File: config.mk
export PLATFORM = sky130hd
export DESIGN_NAME = pong_score_ctrl
export DESIGN_NICKNAME = d
export VERILOG_FILES = /design/src/rtl/pong_score_ctrl_pkg.sv /design/src/rtl/pong_score_ctrl_render.sv /design/src/rtl/pong_score_ctrl.sv
export SDC_FILE = /design/constraint.sdc
export NUM_CORES = 1
export LEC_CHECK = 0
export CORE_AREA = 2 2 236 122
export DETAILED_ROUTE_END_ITERATION = 10
export DIE_AREA = 0 0 238 124
export PLACE_DENSITY = 0.68
export SLEW_MARGIN = 10
export SYNTH_ARGS = -nofsm -noshare
export SYNTH_HDL_FRONTEND = slang
export SYNTH_SLANG_ARGS = --single-unit
File: constraint.sdc
create_clock -name clk -period 7.8 [get_ports clk]
set_input_delay 0.78 -clock clk [delete_from_list [all_inputs] [get_ports clk]]
set_output_delay 0.78 -clock clk [all_outputs]
set_load 0.1 [all_outputs]
File: src/rtl/pong_score_ctrl_pkg.sv
// Shared definitions for the pong score controller: state encoding, digit
// bitmap geometry and the bitmap bit-index helper.
package pong_pkg;

    typedef enum logic [1:0] {
        SERVE     = 2'd0,
        PLAY      = 2'd1,
        GAME_OVER = 2'd2
    } state_t;

    localparam logic [1:0] ST_SERVE     = SERVE;
    localparam logic [1:0] ST_PLAY      = PLAY;
    localparam logic [1:0] ST_GAME_OVER = GAME_OVER;

    localparam int DIGIT_W  = 10;
    localparam int DIGIT_H  = 35;
    localparam int BITMAP_W = 350;

    // Row-major bitmap addressing: row 0 is the top row, col 0 the leftmost pixel.
    function automatic logic [9:0] bit_index(input logic [5:0] row, input logic [3:0] col);
        return 10'(row) * 10'(DIGIT_W) + 10'(col);
    endfunction

endpackage

File: src/rtl/pong_score_ctrl_render.sv
// Score display: frame-start shadow latch plus the two-stage pixel pipeline
// that time-shares the digit ROM between the P1 and P2 score windows.
module pong_score_render
    import pong_pkg::*;
#(
    parameter int LEFT_X  = 240,
    parameter int RIGHT_X = 390,
    parameter int DIGIT_Y = 40
) (
    input  logic                clk,
    input  logic                rst_n,
    input  logic [9:0]          hpos,
    input  logic [9:0]          vpos,
    input  logic [3:0]          p1_score,
    input  logic [3:0]          p2_score,
    input  logic [BITMAP_W-1:0] digit_bits,
    output logic [3:0]          digit_sel,
    output logic                pixel_on
);

    localparam logic [9:0] LX0 = 10'(LEFT_X);
    localparam logic [9:0] LX1 = 10'(LEFT_X + DIGIT_W);
    localparam logic [9:0] RX0 = 10'(RIGHT_X);
    localparam logic [9:0] RX1 = 10'(RIGHT_X + DIGIT_W);
    localparam logic [9:0] Y0  = 10'(DIGIT_Y);
    localparam logic [9:0] Y1  = 10'(DIGIT_Y + DIGIT_H);

    logic [3:0] r_disp1, r_disp2;
    logic       r_hit_l, r_hit_r;
    logic [5:0] r_row;
    logic [3:0] r_col;
    logic [3:0] r_digit_sel;
    logic       r_pixel;

    logic       w_in_y, w_in_l, w_in_r;
    logic [3:0] w_col_l, w_col_r;
    logic [5:0] w_row;
    logic [9:0] w_bit_idx;
    logic       w_rom_bit;

    assign w_in_y    = (vpos >= Y0) && (vpos < Y1);
    assign w_in_l    = w_in_y && (hpos >= LX0) && (hpos < LX1);
    assign w_in_r    = w_in_y && (hpos >= RX0) && (hpos < RX1);
    assign w_col_l   = 4'(hpos - LX0);
    assign w_col_r   = 4'(hpos - RX0);
    assign w_row     = 6'(vpos - Y0);
    assign w_bit_idx = bit_index(r_row, r_col);

    // ROM bit lookup; row/col are junk outside the windows, so guard the range.
    always_comb begin
        w_rom_bit = 1'b0;
        if (w_bit_idx < 10'(BITMAP_W)) begin
            w_rom_bit = digit_bits[w_bit_idx[8:0]];
        end else begin
            w_rom_bit = 1'b0;
        end
    end

    // Shadow latch at frame origin and the two pipeline stages.
    always_ff @(posedge clk) begin
        if (!rst_n) begin
            r_disp1     <= 4'd0;
            r_disp2     <= 4'd0;
            r_hit_l     <= 1'b0;
            r_hit_r     <= 1'b0;
            r_row       <= 6'd0;
            r_col       <= 4'd0;
            r_digit_sel <= 4'd0;
            r_pixel     <= 1'b0;
        end else begin
            if ((hpos == 10'd0) && (vpos == 10'd0)) begin
                r_disp1 <= p1_score;
                r_disp2 <= p2_score;
            end else begin
                r_disp1 <= r_disp1;
                r_disp2 <= r_disp2;
            end
            r_hit_l     <= w_in_l;
            r_hit_r     <= w_in_r;
            r_row       <= w_row;
            r_col       <= w_in_r ? w_col_r : w_col_l;
            r_digit_sel <= w_in_r ? r_disp2 : r_disp1;
            r_pixel     <= (r_hit_l | r_hit_r) & w_rom_bit;
        end
    end

    assign digit_sel = r_digit_sel;
    assign pixel_on  = r_pixel;

endmodule

File: src/rtl/pong_score_ctrl.sv
// Pong score controller: score keeping, serve/play/game-over sequencing and
// the score-digit renderer driving the shared digit ROM.
module pong_score_ctrl
    import pong_pkg::*;
#(
    parameter int WIN_SCORE   = 9,
    parameter int HOLD_CYCLES = 25000000,
    parameter int LEFT_X      = 240,
    parameter int RIGHT_X     = 390,
    parameter int DIGIT_Y     = 40
) (
    input  logic                clk,
    input  logic                rst_n,
    input  logic                p1_point,
    input  logic                p2_point,
    input  logic                new_game,
    input  logic [9:0]          hpos,
    input  logic [9:0]          vpos,
    input  logic [BITMAP_W-1:0] digit_bits,
    output logic [3:0]          digit_sel,
    output logic                pixel_on,
    output logic                serving,
    output logic                game_over,
    output logic                winner,
    output logic [3:0]          p1_score,
    output logic [3:0]          p2_score
);

    localparam logic [31:0] HOLD_LAST = 32'(HOLD_CYCLES - 1);
    localparam logic [3:0]  WIN_VAL   = 4'(WIN_SCORE);

    logic [1:0]  r_state;
    logic [31:0] r_hold_cnt;
    logic [3:0]  r_p1_score, r_p2_score;
    logic        r_winner, r_serving, r_game_over;

    logic [1:0]  w_state_nx;
    logic [31:0] w_hold_nx;
    logic [3:0]  w_p1_nx, w_p2_nx, w_p1_inc, w_p2_inc;
    logic        w_winner_nx;

    assign w_p1_inc = r_p1_score + 4'd1;
    assign w_p2_inc = r_p2_score + 4'd1;

    // Next-state and score update; new_game wins over everything, P1 over P2.
    always_comb begin
        w_state_nx  = r_state;
        w_hold_nx   = r_hold_cnt;
        w_p1_nx     = r_p1_score;
        w_p2_nx     = r_p2_score;
        w_winner_nx = r_winner;
        if (new_game) begin
            w_state_nx  = ST_SERVE;
            w_hold_nx   = 32'd0;
            w_p1_nx     = 4'd0;
            w_p2_nx     = 4'd0;
            w_winner_nx = 1'b0;
        end else begin
            case (r_state)
                ST_SERVE: begin
                    if (r_hold_cnt >= HOLD_LAST) begin
                        w_state_nx = ST_PLAY;
                        w_hold_nx  = 32'd0;
                    end else begin
                        w_hold_nx  = r_hold_cnt + 32'd1;
                    end
                end
                ST_PLAY: begin
                    if (p1_point) begin
                        w_p1_nx = w_p1_inc;
                        if (w_p1_inc == WIN_VAL) begin
                            w_state_nx  = ST_GAME_OVER;
                            w_winner_nx = 1'b0;
                        end else begin
                            w_state_nx = ST_SERVE;
                            w_hold_nx  = 32'd0;
                        end
                    end else if (p2_point) begin
                        w_p2_nx = w_p2_inc;
                        if (w_p2_inc == WIN_VAL) begin
                            w_state_nx  = ST_GAME_OVER;
                            w_winner_nx = 1'b1;
                        end else begin
                            w_state_nx = ST_SERVE;
                            w_hold_nx  = 32'd0;
                        end
                    end else begin
                        w_state_nx = ST_PLAY;
                    end
                end
                ST_GAME_OVER: begin
                    w_state_nx = ST_GAME_OVER;
                end
                default: begin
                    w_state_nx = ST_SERVE;
                    w_hold_nx  = 32'd0;
                end
            endcase
        end
    end

    // Game state registers; status flags are registered from the next state.
    always_ff @(posedge clk) begin
        if (!rst_n) begin
            r_state     <= ST_SERVE;
            r_hold_cnt  <= 32'd0;
            r_p1_score  <= 4'd0;
            r_p2_score  <= 4'd0;
            r_winner    <= 1'b0;
            r_serving   <= 1'b1;
            r_game_over <= 1'b0;
        end else begin
            r_state     <= w_state_nx;
            r_hold_cnt  <= w_hold_nx;
            r_p1_score  <= w_p1_nx;
            r_p2_score  <= w_p2_nx;
            r_winner    <= w_winner_nx;
            r_serving   <= (w_state_nx == ST_SERVE);
            r_game_over <= (w_state_nx == ST_GAME_OVER);
        end
    end

    assign serving   = r_serving;
    assign game_over = r_game_over;
    assign winner    = r_winner;
    assign p1_score  = r_p1_score;
    assign p2_score  = r_p2_score;

    pong_score_render #(
        .LEFT_X  (LEFT_X),
        .RIGHT_X (RIGHT_X),
        .DIGIT_Y (DIGIT_Y)
    ) u_render (
        .clk        (clk),
        .rst_n      (rst_n),
        .hpos       (hpos),
        .vpos       (vpos),
        .p1_score   (r_p1_score),
        .p2_score   (r_p2_score),
        .digit_bits (digit_bits),
        .digit_sel  (digit_sel),
        .pixel_on   (pixel_on)
    );

endmodule

==> results of run 1 <==
## final timing paths
kind,startpoint,to,slack (ps),cells past startpoint
worst max-delay path,u_render.r_row[1],u_render.pixel_on,3780,10
worst min-delay path,r_hold_cnt[13],r_hold_cnt[13],480,2
worst max register to register,u_render.r_row[1],u_render.pixel_on,3780,10
worst min register to register,r_hold_cnt[13],r_hold_cnt[13],480,2
## registers in the layout, summed over array words and instances, names as in the netlist, 2 cells and up
| signal | cells |
|---|---|
| p1_score | 4 |
| u_render.r_row | 6 |
| r_hold_cnt | 32 |
| u_render.r_disp2 | 4 |
| u_render.r_disp1 | 4 |
| p2_score | 4 |
| r_state | 2 |
| u_render.digit_sel | 4 |
| u_render.r_col | 4 |
## critical path, stage by stage, from the launching register on
cell	delay (ps)
sky130_fd_sc_hd__dfxtp_1	400
sky130_fd_sc_hd__ha_1	260
sky130_fd_sc_hd__ha_1	220
sky130_fd_sc_hd__fa_1	520
sky130_fd_sc_hd__a21bo_2	240
sky130_fd_sc_hd__o22ai_2	840
sky130_fd_sc_hd__mux4_2	620
sky130_fd_sc_hd__o22ai_1	160
sky130_fd_sc_hd__a311oi_1	80
sky130_fd_sc_hd__a211o_1	360
sky130_fd_sc_hd__and4_1	210
## per-stage QoR
step           area, um2  setup slack, ps  total power (uW)  utilization [%]  hold slack, ps
6_report           11200             3780              1380             40.9             481
3_5_place_dp       10800             3810               932             39.7             459
3_3_place_gp       10800             3910               928             39.7             458
4_1_cts            11200             3790              1390             40.9             483
2_1_floorplan       6740             4640               668                -             438
5_1_grt            11200             3610              1450             40.9             499
## layout by cell type (no fill, tap or decap), drive strengths merged, types with 7 or more instances in the layout
master / synthesis / final
and2: 11 / 11
dfxtp: 70 / 70
nand2: 54 / 54
mux4: 84 / 84
ha: 19 / 19
nor3: 18 / 18
mux2: 7 / 7
a21oi: 28 / 28
and3: 14 / 14
nand3: 31 / 31
inv: 15 / 15
clkdlybuf4s50: 0 / 390
nor2: 70 / 70
nor4: 14 / 14
clkbuf: 12 / 10
mux2i: 39 / 39
o21ai: 19 / 19
nor2b: 8 / 8
xnor2: 20 / 20
xor2: 8 / 8
nand4: 7 / 7
a31oi: 13 / 13
o22ai: 7 / 7
## power breakdown
group	total [uW]	internal [uW]	switching, uW
Combinational	561	333	228
Clock	452	287	165
Sequential	370	361	9.38
Total	1380	981	402
## logic make-up after synthesis
kind of cell,share of synthesized area [%]
AO/OA/AOI/OAI,10.6
XOR/XNOR,3.97
adder cells (fa/ha/maj),4.12
buffers and inverters,5.57
flip-flops,20.8
multiplexers,35.6
AND/OR/NAND/NOR,19.4
## per-layer routing
layer / global-route usage [%] / up-vias
met5: 0 / -
met1: 26.4 / 3497
met4: 3.36 / 0
met3: 5.08 / 30
met2: 30.8 / 272
li1: - / 3350
## layout make-up
class,count,area [um2]
fillers,2621,16200
multi-input cells,544,5000
repair buffers,395,3940
flip-flops and latches,70,1410
well taps,360,450
clock buffers,10,239
clock inverters,6,85.1
inverters,15,56.3
==> summary.log, run 1 <==
INFO  outcome        run_status=completed
INFO  route          met2_length=12.9mm
INFO  timing         fmax=0.249GHz
INFO  cts            numCtsBuffers=9
INFO  cts            clk_pin_slew_worst_paths=60ps
INFO  timing         finalHoldViolCount=0
INFO  timing         post-route-period-util=51.6%
INFO  floorplan      row_count=43
INFO  finish         number_of_non_filler_instances_in_the_completed_layout=1400
INFO  setup_path     worst_setup_path_end_kind=flop
INFO  finish         post_route_cells_drive_above_1_share=11.6%
INFO  timing         timing.setup.tns=0ps
INFO  setup_path     crit_arrival=4260ps
INFO  cts            clock_sinks=70
INFO  floorplan      initial_core_util=24.7%
INFO  route          top_signal_layer_used=met4
INFO  cts            post_cts_resize_count=0
INFO  synthesis      synth_edf_count=0
INFO  flow_run       max-cap-violations=0
INFO  grt            grt_start_max_net_pins=59
INFO  setup_path     crit_type=reg -> reg
INFO  route          wl_met3=2.34mm
INFO  synthesis      yosys-top-cells-count=sky130_fd_sc_hd__mux4_2, sky130_fd_sc_hd__dfxtp_1, sky130_fd_sc_hd__nor2_1
INFO  setup_path     crit_required=8040ps
INFO  grt            via_count_of_the_first_global_routing_pass=7079
INFO  timing         setup_repair_after_global_routing_missed_its_margin=false
INFO  floorplan      core_area=0.0273mm2
INFO  placed_design  detailed_place_hpwl=23.9mm
INFO  synthesis      netlist_top_cells_area=sky130_fd_sc_hd__mux4_2, sky130_fd_sc_hd__dfxtp_1, sky130_fd_sc_hd__mux2i_1
INFO  synthesis      synth_top_area_share=25.1%
INFO  synthesis      synth-seq-cells=70
INFO  timing         fin_worst_skew=4.43ps
INFO  pwr            static-leakage-power=0.00394uW
INFO  synthesis      post_synthesis_sequential_area_ratio=20.8%
INFO  synthesis      ffs_w_async_s_r_synth=0%
INFO  synthesis      postSynthAreaPerCell=10.0um2
INFO  timing         final.min_clock_period=4020ps
INFO  floorplan      design.portCount=391
INFO  finish         nets=1431
INFO  route          vias=7149
INFO  cts            clock_latency=340ps
INFO  setup_path     timing.critical_path.fanout_max=17
INFO  floorplan      die-width=238um
INFO  pwr            p_per_area=124mW/mm2
INFO  grt            grt_remaining_overflow=0
INFO  floorplan      design.die.area=0.0295mm2
INFO  timing         report.final.setup_viol=0
INFO  placed_design  place.detailed.instances=1384
INFO  setup_path     timing.critical_path.from_type=flop
INFO  finish         layout-area-overhead-vs-synth=65.7%
INFO  route          route.detailed.vias_per_inst=5.11
INFO  cts            cts_tree=yes
INFO  placed_design  routability_congestion_estimate_from_global_placement=0.885
INFO  finish         diodes=0
INFO  hold_path      min-delay-path-class=reg -> reg
INFO  cts            clock_path_buffers=2
INFO  route          met1_length=13.1mm
INFO  cts            clockRootBuffer=sky130_fd_sc_hd__clkbuf_16
INFO  cts            cts_post_setup_buffers_inserted=0
INFO  route          drtPass1Iterations=5
INFO  timing         maxSlewHeadroom=25.5%
INFO  synthesis      synth.largest_area_cell=sky130_fd_sc_hd__mux4_2
INFO  synthesis      yosysMostFrequentCell=sky130_fd_sc_hd__mux4_2
INFO  route          initialDrtViolationCount=619
INFO  grt            antenna_violations_before_repair=0
INFO  route          route.antenna.remaining_nets=0
INFO  synthesis      yosysUniqueCellTypes=72
INFO  cts            htreeDepth=3
INFO  synthesis      synth_ff_type=sky130_fd_sc_hd__dfxtp_1
INFO  grt            first_pass_grt_wire_length=42.9mm
INFO  route          residual_drc_count=0
INFO  synthesis      syn-cell-area=0.00674mm2
INFO  route          drt-total-wl=28.8mm
INFO  cts            holdBufCountCts=0
INFO  synthesis      ys.warnings.count=0
INFO  floorplan      die_height=124um
INFO  synthesis      synth_fp_nets=1069
INFO  pwr            worst_ir_drop_vdd=108uV
INFO  timing         final_max_slew_viol_count=0
INFO  synthesis      postSynthCellCount=673
INFO  timing         worst_slew_pin_slew=1110ps
INFO  grt            grt_use_total=19.2%
INFO  placed_design  portBuffers=390
INFO  route          avgRoutedWirePerCell=20.6um
Note: power is estimated with default switching activity, not from simulation.
==> run 2, diff against run 1 <==
- clock period: 7.8 -> 3.75 ns (I/O delays scaled with it)
==> summary.log, run 2 (synthesis results as in run 1) <==
INFO  placed_design  pre_cts_slack=392ps [was 3810 ps]
INFO  cts            htreeDepth=3 [unchanged]
INFO  placed_design  routability_congestion_estimate_from_global_placement=0.883 [was 0.885]
INFO  finish         post_route_cells_drive_above_1_share=12.6% [was 11.6%]
INFO  finish         mostFrequentLayoutCell=sky130_fd_sc_hd__clkdlybuf4s50_1 [unchanged]
INFO  cts            clock_latency=340ps [about the same]
INFO  cts            clk_pin_slew_worst_paths=60ps [about the same]
INFO  timing         fmax=0.296GHz [was 0.249 GHz]
INFO  floorplan      design.die.area=0.0295mm2 [unchanged]
INFO  route          initialDrtViolationCount=670 [was 619]
INFO  pwr            p_per_area=242mW/mm2 [was 124 mW/mm2]
INFO  placed_design  detailed_place_hpwl=24.7mm [was 23.9 mm]
INFO  finish         layout-area-overhead-vs-synth=66.7% [was 65.7%]
INFO  floorplan      die-width=238um [unchanged]
INFO  pwr            worst_ir_drop_vdd=249uV [was 108 uV]
INFO  grt            antenna_violations_before_repair=0 [unchanged]
INFO  cts            numCtsBuffers=9 [unchanged]
INFO  pwr            total_power=2720uW [was 1380 uW]
INFO  setup_path     crit_type=reg -> reg [unchanged]
INFO  finish         largest_reg_flops=32 [unchanged]
INFO  route          avgRoutedWirePerCell=20.8um [was 20.6 um]
INFO  timing         post-route-worst-setup-slack=376ps [was 3780 ps]
INFO  floorplan      row_count=43 [unchanged]
INFO  outcome        run_status=completed [unchanged]
INFO  pwr            power_switching_share=30.2% [was 29.1%]
INFO  finish         multi_input_area=0.00500mm2 [unchanged]
INFO  cts            clock_sinks=70 [unchanged]
INFO  grt            grt_start_max_net_pins=53 [was 59]
INFO  grt            grt_remaining_overflow=0 [unchanged]
INFO  setup_path     largest_stage_delay_on_the_critical_path=560ps [was 840 ps]
INFO  pwr            power_frac_seq=28.1% [was 26.8%]
INFO  finish         final_cell_mix=sky130_fd_sc_hd__clkdlybuf4s50_1, sky130_fd_sc_hd__mux4_2, sky130_fd_sc_hd__nor2_1, sky130_fd_sc_hd__dfxtp_1, sky130_fd_sc_hd__nand2_1 [unchanged]
INFO  floorplan      core_area=0.0273mm2 [unchanged]
INFO  route          residual_drc_count=0 [unchanged]
INFO  cts            holdBufCountCts=0 [unchanged]
INFO  route          drt-total-wl=29.4mm [was 28.8 mm]
INFO  grt            first_pass_grt_wire_length=44.0mm [was 42.9 mm]
INFO  finish         register_area=0.00141mm2 [unchanged]
INFO  timing         final_max_slew_viol_count=0 [unchanged]
INFO  timing         final.min_clock_period=3370ps [was 4020 ps]
INFO  setup_path     critical_path_buf_inv_count=0 [unchanged]
INFO  grt            via_count_of_the_first_global_routing_pass=7227 [was 7079]
INFO  timing         worst_slew_pin_slew=1050ps [was 1110 ps]
INFO  pwr            cellInternalPower=1900uW [was 981 uW]
INFO  timing         timing.setup.tns=0ps [unchanged]
INFO  setup_path     worst_setup_path_end_kind=flop [unchanged]
INFO  setup_path     timing.critical_path.fanout_max=3 [was 17]
INFO  setup_path     timing.critical_path.cells=ha_1 -> ha_1 -> fa_1 -> a21bo_2 -> o22ai_2 -> mux4_2 -> o22ai_1 -> a311oi_1 -> a211o_1 -> and4_1 [unchanged]
INFO  timing         report.final.setup_viol=0 [unchanged]
INFO  cts            cts_tree=yes [unchanged]
INFO  finish         n_fill_cell=2629 [was 2621]
INFO  cts            clockRootBuffer=sky130_fd_sc_hd__clkbuf_16 [unchanged]
INFO  timing         maxSlewHeadroom=29.6% [was 25.5%]
INFO  route          route.detailed.vias_per_inst=5.09 [was 5.11]
INFO  pwr            power.share.clock=27.9% [was 32.7%]
INFO  cts            clock_path_buffers=2 [unchanged]
INFO  floorplan      die_height=124um [unchanged]
INFO  setup_path     timing.critical_path.from_type=flop [unchanged]
INFO  setup_path     crit_required=3980ps [was 8040 ps]
INFO  pwr            static-leakage-power=0.00399uW [was 0.00394 uW]
INFO  pwr            power.net_switching=823uW [was 402 uW]
INFO  setup_path     timing.critical_path.max_delay_family=compound AO/OA/AOI/OAI gates [unchanged]
INFO  cts            cts_post_setup_buffers_inserted=0 [unchanged]
INFO  timing         post-route-period-util=90.0% [was 51.6%]
INFO  pwr            comb_power_share=44.0% [was 40.5%]
INFO  route          route.antenna.remaining_nets=0 [unchanged]
INFO  placed_design  portBuffers=390 [unchanged]
INFO  timing         finalHoldViolCount=0 [unchanged]
INFO  setup_path     timing.critical_path.slowest_stage_cell=sky130_fd_sc_hd__mux4_2 [was sky130_fd_sc_hd__o22ai_2]
INFO  route          vias=7199 [was 7149]
INFO  floorplan      design.portCount=391 [unchanged]
INFO  flow_run       max-cap-violations=0 [unchanged]
INFO  hold_path      min-delay-path-class=reg -> reg [unchanged]
INFO  route          drtPass1Iterations=6 [was 5]
INFO  finish         biggestRegsByFlops=r_hold_cnt x32, u_render.r_row x6 [unchanged]
INFO  timing         setup_repair_after_global_routing_missed_its_margin=false [unchanged]
INFO  setup_path     crit_arrival=3610ps [was 4260 ps]
INFO  finish         max_flop_register=r_hold_cnt [unchanged]
INFO  setup_path     cp_common_cell=sky130_fd_sc_hd__ha_1 [unchanged]
INFO  finish         nets=1445 [was 1431]
INFO  timing         fin_worst_skew=5.24ps [was 4.43 ps]
INFO  cts            post_cts_resize_count=0 [unchanged]
INFO  floorplan      initial_core_util=24.7% [unchanged]
INFO  grt            grt_use_total=19.8% [was 19.2%]
run 2: cell count changes in the layout (fill, tap and decap cells not counted):
cell / before / now
sky130_fd_sc_hd__buf_4: 5 / 17
sky130_fd_sc_hd__buf_12: 0 / 2
sky130_fd_sc_hd__bufinv_16: 2 / 0
sky130_fd_sc_hd__clkinv_2: 2 / 4
sky130_fd_sc_hd__clkbuf_1: 0 / 1
sky130_fd_sc_hd__clkbuf_8: 1 / 0
sky130_fd_sc_hd__clkinvlp_4: 2 / 1
sky130_fd_sc_hd__diode_2: 0 / 1
run 2: stage by stage:
step / hold slack [ps] / instance area [um2] / util [%] / instances
after floorplan: 438 / 6740 / - / 673
after global placement: 459 / 11000 / 40.2 / 1398
after detailed placement: 475 / 11000 / 40.2 / 1398
after CTS: 483 / 11200 / 41.1 / 1413
after global routing: 499 / 11200 / 41.1 / 1413
final: 489 / 11200 / 41.1 / 1414
run 2: layout make-up:
type | count | area share, %
diodes | 1 | 0.0223
repair buffers | 409 | 36.2
well taps | 360 | 4.01
inverters | 15 | 0.501
flip-flops and latches | 70 | 12.5
clock inverters | 5 | 0.245
clock buffers | 10 | 2.04
multi-input cells | 544 | 44.5
run 2: layer usage:
layer  routed length [um]  global-route usage, %  share of wire (%)
met5                    0                      0                  0
met4                  295                   3.20                1.0
met3                 2140                   5.36                7.3
met2                13600                   32.7                 46
met1                13400                   26.6                 46
run 2: power by group through the flow:
stage	clock network (uW)	registers (uW)	logic, uW
after global placement	0	780	1170
after CTS	781	764	1190
after global routing	814	766	1270
final	761	764	1200
after floorplan	0	772	617
after detailed placement	0	781	1180
run 2: path summary, 6_finish.rpt:
path / depth (start not counted) / to / slack, ps / startpoint
min: 1 / r_hold_cnt[31] / 490 / r_hold_cnt[31]
max reg2reg: 10 / u_render.pixel_on / 380 / u_render.r_row[1]
min reg2reg: 1 / r_hold_cnt[31] / 490 / r_hold_cnt[31]
max: 10 / u_render.pixel_on / 380 / u_render.r_row[1]
run 2: worst register-to-register path, delay by kind of cell (launching register included):
| family | cells | cell delay [ps] |
|---|---|---|
| mux | 1 | 560 |
| fa+ha+maj | 3 | 1020 |
| simple gates | 1 | 220 |
| flops | 1 | 400 |
| compound gates | 5 | 1050 |
==> run 3, diff against run 2 <==
- CAP_MARGIN: default -> 5
- SETUP_SLACK_MARGIN: default -> 0.3
==> summary.log, run 3 (synthesis results as in run 1) <==
INFO  cts            clock_sinks=70 [unchanged]
INFO  finish         largest_reg_flops=32 [unchanged]
INFO  cts            numCtsBuffers=9 [unchanged]
INFO  pwr            power_frac_seq=28.0% [was 28.1%]
INFO  timing         timing.setup.tns=0ps [unchanged]
INFO  pwr            worst_ir_drop_vdd=248uV [was 249 uV]
INFO  floorplan      die_height=124um [unchanged]
INFO  hold_path      min-delay-path-class=reg -> reg [unchanged]
INFO  setup_path     setup.reg_to_reg.worst_slack=430ps [was 380 ps]
INFO  placed_design  portBuffers=390 [unchanged]
INFO  setup_path     crit_required=3980ps [about the same]
INFO  setup_path     crit_arrival=3560ps [was 3610 ps]
INFO  route          avgRoutedWirePerCell=20.8um [about the same]
INFO  cts            clk_pin_slew_worst_paths=60ps [about the same]
INFO  pwr            p_per_area=243mW/mm2 [was 242 mW/mm2]
INFO  cts            cts_tree=yes [unchanged]
INFO  setup_path     worst_setup_path_end_kind=flop [unchanged]
INFO  timing         report.final.setup_viol=0 [unchanged]
INFO  flow_run       max-cap-violations=0 [unchanged]
INFO  timing         fmax=0.301GHz [was 0.296 GHz]
INFO  setup_path     critical_path_buf_inv_count=0 [unchanged]
INFO  finish         postLayoutCellArea=0.0112mm2 [about the same]
INFO  grt            antenna_violations_before_repair=0 [unchanged]
INFO  route          drtPass1Iterations=5 [was 6]
INFO  setup_path     timing.critical_path.cells=ha_1 -> ha_1 -> fa_1 -> a21bo_2 -> o22ai_4 -> mux4_2 -> o22ai_1 -> a311oi_1 -> a211o_1 -> and4_1 [was ha_1 -> ha_1 -> fa_1 -> a21bo_2 -> o22ai_2 -> mux4_2 -> o22ai_1 -> a311oi_1 -> a211o_1 -> and4_1]
INFO  setup_path     crit_cells=10 [unchanged]
INFO  cts            clockRootBuffer=sky130_fd_sc_hd__clkbuf_16 [unchanged]
INFO  placed_design  detailed_place_hpwl=24.7mm [unchanged]
INFO  timing         fin_worst_hold_slack=489ps [about the same]
INFO  finish         nets=1445 [unchanged]
INFO  setup_path     timing.critical_path.fanout_max=3 [unchanged]
INFO  timing         worst_slew_pin_slew=1050ps [about the same]
INFO  setup_path     ff2ff_path_depth=10 [unchanged]
INFO  pwr            static-leakage-power=0.00399uW [about the same]
INFO  grt            grt_start_max_net_pins=53 [unchanged]
INFO  grt            first_pass_grt_wire_length=44.0mm [unchanged]
INFO  hold_path      timing.hold.worst.start=r_hold_cnt[31] [unchanged]
INFO  hold_path      min_delay_worst_endpoint=r_hold_cnt[31] [unchanged]
INFO  route          residual_drc_count=0 [unchanged]
INFO  setup_path     setup.worst_path.start=u_render.r_row[1] [unchanged]
INFO  setup_path     reg2reg_from=u_render.r_row[1] [unchanged]
INFO  timing         post-route-period-util=88.7% [was 90.0%]
INFO  floorplan      design.die.area=0.0295mm2 [unchanged]
INFO  timing         fin_worst_skew=5.36ps [was 5.24 ps]
INFO  finish         layout-area-overhead-vs-synth=66.8% [was 66.7%]
INFO  timing         final_max_slew_viol_count=0 [unchanged]
INFO  finish         final_cell_mix=sky130_fd_sc_hd__clkdlybuf4s50_1, sky130_fd_sc_hd__mux4_2, sky130_fd_sc_hd__nor2_1, sky130_fd_sc_hd__dfxtp_1, sky130_fd_sc_hd__nand2_1 [unchanged]
INFO  route          drt-total-wl=29.5mm [was 29.4 mm]
INFO  cts            htreeDepth=3 [unchanged]
INFO  floorplan      design.portCount=391 [unchanged]
INFO  placed_design  routability_congestion_estimate_from_global_placement=0.883 [unchanged]
INFO  grt            via_count_of_the_first_global_routing_pass=7227 [unchanged]
INFO  floorplan      core_area=0.0273mm2 [unchanged]
INFO  route          route.detailed.vias_per_inst=5.08 [was 5.09]
INFO  finish         mostFrequentLayoutCell=sky130_fd_sc_hd__clkdlybuf4s50_1 [unchanged]
INFO  route          initialDrtViolationCount=659 [was 670]
INFO  floorplan      die-width=238um [unchanged]
INFO  setup_path     timing.critical_path.from_type=flop [unchanged]
INFO  pwr            power_switching_share=30.3% [was 30.2%]
INFO  pwr            comb_power_share=44.1% [was 44.0%]
INFO  grt            grt_remaining_overflow=0 [unchanged]
INFO  finish         max_flop_register=r_hold_cnt [unchanged]
INFO  outcome        run_status=completed [unchanged]
INFO  finish         post_route_cells_drive_above_1_share=12.7% [was 12.6%]
INFO  finish         biggestRegsByFlops=r_hold_cnt x32, u_render.r_row x6 [unchanged]
INFO  timing         finalHoldViolCount=0 [unchanged]
INFO  cts            clock_path_buffers=2 [unchanged]
INFO  pwr            power.net_switching=827uW [was 823 uW]
INFO  grt            grt_use_total=19.8% [unchanged]
INFO  setup_path     timing.critical_path.max_delay_family=adder cells [was compound AO/OA/AOI/OAI gates]
INFO  cts            clock_latency=340ps [about the same]
INFO  route          route.antenna.remaining_nets=0 [unchanged]
INFO  setup_path     timing.critical_path.slowest_stage_cell=sky130_fd_sc_hd__mux4_2 [unchanged]
INFO  floorplan      initial_core_util=24.7% [unchanged]
INFO  floorplan      row_count=43 [unchanged]
INFO  setup_path     largest_stage_delay_on_the_critical_path=550ps [was 560 ps]
INFO  placed_design  cell_area_reported_after_detailed_placement=0.0110mm2 [unchanged]
INFO  setup_path     crit_type=reg -> reg [unchanged]
INFO  timing         final.min_clock_period=3320ps [was 3370 ps]
INFO  timing         maxSlewHeadroom=29.5% [was 29.6%]
INFO  setup_path     critical_path.reg2reg.endpoint=u_render.pixel_on [unchanged]
INFO  route          vias=7185 [was 7199]
INFO  hold_path      worst_hold_path.num_cells=1 [unchanged]
INFO  timing         setup_repair_after_global_routing_missed_its_margin=false [unchanged]
INFO  setup_path     cp_common_cell=sky130_fd_sc_hd__ha_1 [unchanged]
INFO  pwr            power.share.clock=27.9% [about the same]
INFO  pwr            cellInternalPower=1900uW [about the same]
[run 3: cell types whose count changed in the layout (fill, tap and decap cells not counted)]
cell,before,now
sky130_fd_sc_hd__dfxtp_1,69,68
sky130_fd_sc_hd__dfxtp_2,0,1
sky130_fd_sc_hd__o22ai_2,1,0
sky130_fd_sc_hd__o22ai_4,0,1
[run 3: worst max-delay path by stage]
stage               slack, ps                end
floorplan                 590  u_render.pixel_on
CTS                       370  u_render.pixel_on
global placement          470  u_render.pixel_on
finish                    430  u_render.pixel_on
detailed placement        390  u_render.pixel_on
global route              310  u_render.pixel_on
[run 3: area by class of cell]
class | count | area (um2)
fillers | 2628 | 16100
multi-input cells | 544 | 5000
repair buffers | 409 | 4070
flip-flops and latches | 70 | 1410
well taps | 360 | 450
clock buffers | 10 | 229
inverters | 15 | 56.3
clock inverters | 5 | 27.5
diodes | 1 | 2.50
[run 3: through the flow]
stage	utilization [%]	power [uW]	setup slack [ps]	cells
after global routing	41.1	2860	315	1413
final	41.2	2730	425	1414
after global placement	40.2	1950	470	1398
after floorplan	-	1390	586	673
after detailed placement	40.2	1960	392	1398
after CTS	41.1	2740	374	1413
[run 3: power groups by stage]
stage | Combinational (uW) | Clock (uW) | Sequential [uW]
2_1_floorplan | 617 | 0 | 772
3_3_place_gp | 1170 | 0 | 780
3_5_place_dp | 1180 | 0 | 781
4_1_cts | 1190 | 781 | 764
5_1_grt | 1280 | 815 | 766
6_report | 1200 | 761 | 764
[run 3: worst register-to-register path, stage by stage (launching register included)]
cell and delay (ps):
sky130_fd_sc_hd__dfxtp_2 340, sky130_fd_sc_hd__ha_1 300, sky130_fd_sc_hd__ha_1 230, sky130_fd_sc_hd__fa_1 550
sky130_fd_sc_hd__a21bo_2 260, sky130_fd_sc_hd__o22ai_4 200, sky130_fd_sc_hd__mux4_2 550, sky130_fd_sc_hd__o22ai_1 160
sky130_fd_sc_hd__a311oi_1 70, sky130_fd_sc_hd__a211o_1 330, sky130_fd_sc_hd__and4_1 220
[run 3: routing by layer]
layer	vias to the layer above	global-route usage (%)	share of wire, %	wire length [um]
li1	3372	-	-	-
met1	3516	26.6	46	13500
met2	271	32.7	46	13500
met3	26	5.36	7.1	2080
met4	0	3.20	1.0	296
met5	-	0	0	0
[run 3: what timing repair did]
item / 4_1_cts / 5_1_grt
hold buffers: 0 / 0
setup endpoints to repair: 0 / 1
hold endpoints to repair: 0 / 0
buffers inserted: 0 / 0
resized for setup: 0 / 2
